===== config.mk =====
export PLATFORM = sky130hd
export DESIGN_NAME = custom_round_robin_arbiter
export DESIGN_NICKNAME = d
export VERILOG_FILES = /design/src/rtl/custom_round_robin_arbiter.sv
export SDC_FILE = /design/constraint.sdc
export NUM_CORES = 1
export LEC_CHECK = 0
export CAP_MARGIN = 20
export CELL_PAD_IN_SITES_DETAIL_PLACEMENT = 0
export CELL_PAD_IN_SITES_GLOBAL_PLACEMENT = 1
export CORE_AREA = 2 2 39 41
export DETAILED_ROUTE_END_ITERATION = 16
export DIE_AREA = 0 0 41 43
export HOLD_SLACK_MARGIN = 0.15
export PLACE_DENSITY_LB_ADDON = 0.1
export SLEW_MARGIN = 20
export SYNTH_ARGS = -nofsm -noshare
export SYNTH_HDL_FRONTEND = slang
export SYNTH_SLANG_ARGS = --single-unit

===== constraint.sdc =====
create_clock -name clock -period 4.7 [get_ports clock]
set_clock_uncertainty 0.2 [all_clocks]
set_input_delay 0.94 -clock clock [delete_from_list [all_inputs] [get_ports clock]]
set_output_delay 0.94 -clock clock [all_outputs]
set_load 0.005 [all_outputs]

===== src/rtl/custom_round_robin_arbiter.sv =====
// ----------------------------------------------------------------------------
// custom_round_robin_arbiter
//
// Cyclic round-robin arbiter: at most one of N requesters owns the shared
// resource each cycle. The requester that follows the previous winner in
// cyclic order has the highest priority, so no active requester can starve.
// The grant is re-arbitrated on every clock edge and is never locked.
//
// Ports:
//   clock          in   1  system clock, all state updates on the rising edge
//   reset_an       in   1  synchronous active-low reset
//   user_requests  in   N  level-sensitive request vector, bit i = requester i
//   granted        out  N  registered grant vector, one-hot or all-zero
// ----------------------------------------------------------------------------
module custom_round_robin_arbiter #(
  parameter int N = 3
) (
  input  logic         clock,
  input  logic         reset_an,
  input  logic [N-1:0] user_requests,
  output logic [N-1:0] granted
);

  localparam int PW = (N > 2) ? $clog2(N) : 1;

  // Index of the most recent winner; the search starts just after it.
  logic [PW-1:0]  last_ptr_r;

  logic [PW:0]    shamt_s;
  logic [2*N-1:0] dbl_s;
  logic [N-1:0]   rot_s;
  logic [N-1:0]   low_s;
  logic [2*N-1:0] back_s;
  logic [N-1:0]   grant_next_s;
  logic [PW-1:0]  winner_s;
  logic           any_req_s;

  // Rotate requests so the highest-priority index lands on bit 0, isolate
  // the lowest set bit, then rotate the one-hot result back into place.
  always_comb begin
    shamt_s      = {1'b0, last_ptr_r} + {{PW{1'b0}}, 1'b1};
    dbl_s        = {user_requests, user_requests} >> shamt_s;
    rot_s        = dbl_s[N-1:0];
    low_s        = rot_s & (~rot_s + {{(N-1){1'b0}}, 1'b1});
    back_s       = {{N{1'b0}}, low_s} << shamt_s;
    grant_next_s = back_s[N-1:0] | back_s[2*N-1:N];
    any_req_s    = |user_requests;
  end

  // Encode the one-hot winner back into an index for the pointer.
  always_comb begin
    winner_s = last_ptr_r;
    for (int i = 0; i < N; i++) begin
      if (grant_next_s[i]) begin
        winner_s = PW'(i);
      end else begin
        winner_s = winner_s;
      end
    end
  end

  // Grant and pointer registers; reset makes requester 0 top priority.
  always_ff @(posedge clock) begin
    if (!reset_an) begin
      granted    <= {N{1'b0}};
      last_ptr_r <= PW'(N - 1);
    end else if (any_req_s) begin
      granted    <= grant_next_s;
      last_ptr_r <= winner_s;
    end else begin
      granted    <= {N{1'b0}};
      last_ptr_r <= last_ptr_r;
    end
  end

endmodule


==> flow_summary.toml <==
[cells_and_area]
nFillCells = 145
num_antenna_cells = 0
syn_to_final_growth_pct = 25.8
regArea_um2 = 100
multi_input_area_um2 = 254
layout_commonest_cell = "clkdlybuf4s50_1"
final_cell_mix = "7 x clkdlybuf4s50_1, 6 x nor2_1, 5 x dfxtp_1"
finalNetCount = 59
drive_gt1_share_pct = 13.5

[floorplanning]
boundaryPins = 8
fp-row-count = 14
die_h_um = 43
core_area_um2 = 1380
initial_core_util_pct = 27.7
dieArea_um2 = 1760
die_w_um = 41

[clocking]
cts_tree = "yes"
ctsHoldBuffers = 0
max-clock-path-buffers = 2
clkLatencyLatePin_ns = 0.24
cts_buffers = 3
clkTransAtPathRegs_ns = 0.04
root_buffer = "clkbuf_4"
cts_sinks = 5
cts_resized = 0
htree_num_levels = 1
cts_setup_buffers = 0

[power]
vdd_drop_max_mv = 0.167
power_frac_seq_pct = 27.9
p_int_mw = 0.178
power_density_nw_per_um2 = 610
total_power_mw = 0.294
p_switching_mw = 0.115
p_sw_share_pct = 39.2
leakage_nw = 0.192
combPwrFrac_pct = 55.4
p_clk_share_pct = 16.7

[synth]
netlist_area_um2 = 383
synth_fp_nets = 50
synth_cells = 44
yosys.cell_types.count = 26
yosysWarnings = 0
syn_avg_cell_area_um2 = 8.70
ys_seq_elements = 5
yosysSeqAreaShare_pct = 26.1

[route]
viasPerCell = 5.15
dr.pass1.iters = 2
wirelength_um = 808
vias = 350
drtIter0Drc = 3
avgRoutedWirePerCell_um = 11.9
drcViolationCount = 0
drtAntennaViolNets = 0

[global_routing]
antenna_found_initial = 0
gr-usage-met3_pct = 0
grt_max_degree = 12
grt_use_met2_pct = 15.9
grt_use_met1_pct = 14.4
grt.total_usage_pct = 11.1
grt_overflow = 0
busiest_layer = "met2"
grt_pass1_wl_mm = 1.32
grt_pass1_vias = 316

[sta]
fin_crit_sh_pct = 64.0
timing.fmax_mhz = 333
tns_ns = 0
rsz0062_at_grt = "no"
tightest_slew_ns = 0.340
hold_viol = 0
finalSetupViolations = 0
relSlewSlack_pct = 77.3
slew_viol_final = 0
min_period_ns = 3.01

[flow_run]
maxCapViolations = 0

[setup_path]
arrival_ns = 2.93
slowest_stage = "clkdlybuf4s50_1"
cp_max_fo = 9
cp.buffers_inverters = 1
worst_path_largest_cell_delay_ns = 0.54
required_ns = 4.62
crit_family = "compound AO/OA/AOI/OAI gates"
end_kind = "flop"
crit_type = "input pin to flop"
crit_chain = "clkdlybuf4s50_1 -> nor2b_1 -> mux4_2 -> a221oi_2 -> o21ai_2 -> a311o_1"
start_kind = "input pin"

[hold_path]
hp-class = "flop to flop"

[placed_design]
dp_hpwl_um = 634
port-buffer-count = 7
routabilityCongestion = 0.655

[status]
status = "complete, no violations"
[power groups by stage]
| stage | combinational, mW | clock, mW | sequential (mW) |
|---|---|---|---|
| 2_1_floorplan | 0.132 | 0 | 0.0687 |
| 3_3_place_gp | 0.160 | 0 | 0.0814 |
| 3_5_place_dp | 0.164 | 0 | 0.0830 |
| 4_1_cts | 0.165 | 0.0507 | 0.0825 |
| 5_1_grt | 0.185 | 0.0527 | 0.0857 |
| 6_report | 0.163 | 0.0491 | 0.0818 |
[state kept, by name, indices dropped and copies added (netlist names)]
name	count
granted	3
last_ptr_r	2
[tightest hold or removal path, cell delays in order, from the launching register on]
cell and delay, ns:
dfxtp_1 0.40, nand2_1 0.10, o32ai_1 0.07
[metrics by stage]
| stage | std cells | worst slack [ns] | util [%] | hold slack [ns] | instance area, µm² |
|---|---|---|---|---|---|
| floorplan | 44 | 2.12 | - | 0.407 | 383 |
| global placement | 64 | 1.51 | 32.9 | 0.399 | 455 |
| detailed placement | 64 | 1.45 | 32.9 | 0.424 | 455 |
| CTS | 68 | 1.71 | 34.8 | 0.429 | 482 |
| global route | 68 | 1.59 | 34.8 | 0.463 | 482 |
| finish | 68 | 1.69 | 34.8 | 0.423 | 482 |
[cells in the mapped netlist]
| cell | instances | area, µm² |
|---|---|---|
| a21oi_1 | 2 | 10.0 |
| a22o_1 | 1 | 8.76 |
| mux2_1 | 1 | 11.3 |
| a32oi_1 | 1 | 8.76 |
| o21ai_2 | 1 | 8.76 |
| or4b_1 | 2 | 20.0 |
| and4bb_1 | 1 | 12.5 |
| o32ai_1 | 1 | 8.76 |
| a221oi_2 | 1 | 15.0 |
| a22oi_1 | 1 | 7.51 |
| or2b_1 | 1 | 7.51 |
| buf_2 | 2 | 10.0 |
| buf_4 | 1 | 7.51 |
| nor2_1 | 6 | 22.5 |
| a311o_1 | 1 | 10.0 |
| nor2b_1 | 2 | 12.5 |
| nor3_1 | 2 | 10.0 |
| nor3b_1 | 1 | 7.51 |
| mux4_2 | 1 | 22.5 |
| dfxtp_1 | 5 | 100 |
| a21o_2 | 1 | 8.76 |
| nand2_1 | 3 | 11.3 |
| inv_1 | 3 | 11.3 |
| nand4bb_1 | 1 | 11.3 |
| ha_1 | 1 | 12.5 |
| a31oi_1 | 1 | 6.26 |
[final timing paths]
| path | to | slack [ns] | cells after the start | startpoint |
|---|---|---|---|---|
| worst max-delay path | last_ptr_r[1] | 1.69 | 6 | user_requests[2] |
| worst min-delay path | last_ptr_r[0] | 0.42 | 2 | last_ptr_r[0] |
| worst max register to register | last_ptr_r[1] | 2.54 | 4 | last_ptr_r[1] |
| worst min register to register | last_ptr_r[0] | 0.42 | 2 | last_ptr_r[0] |
[kinds of logic (layout without fill, tap and decap cells)]
group                      Yosys count  in the layout  synth area share [%]
buffers and inverters                6             14                  7.52
muxes                                2              2                  8.82
and+or+nand+nor                     19             19                  30.1
adders and majority gates            1              1                  3.27
DFF                                  5              5                  26.1
AOI/OAI and AO/OA                   11             11                  24.2
[routing by layer]
metal,wire (µm),up-vias
met1,351,157
met3,36,2
met5,0,-
met4,10,0
met2,410,9
li1,-,182
[layout make-up]
type                       instances  share of cell area [%]
clock buffer                       4                    5.45
timing repair buffer               7                    14.5
multi-input combinational         33                    52.7
sequential                         5                    20.8
inverter                           3                    2.34
tap                               16                    4.16
Power figures use the tool's default switching activity.
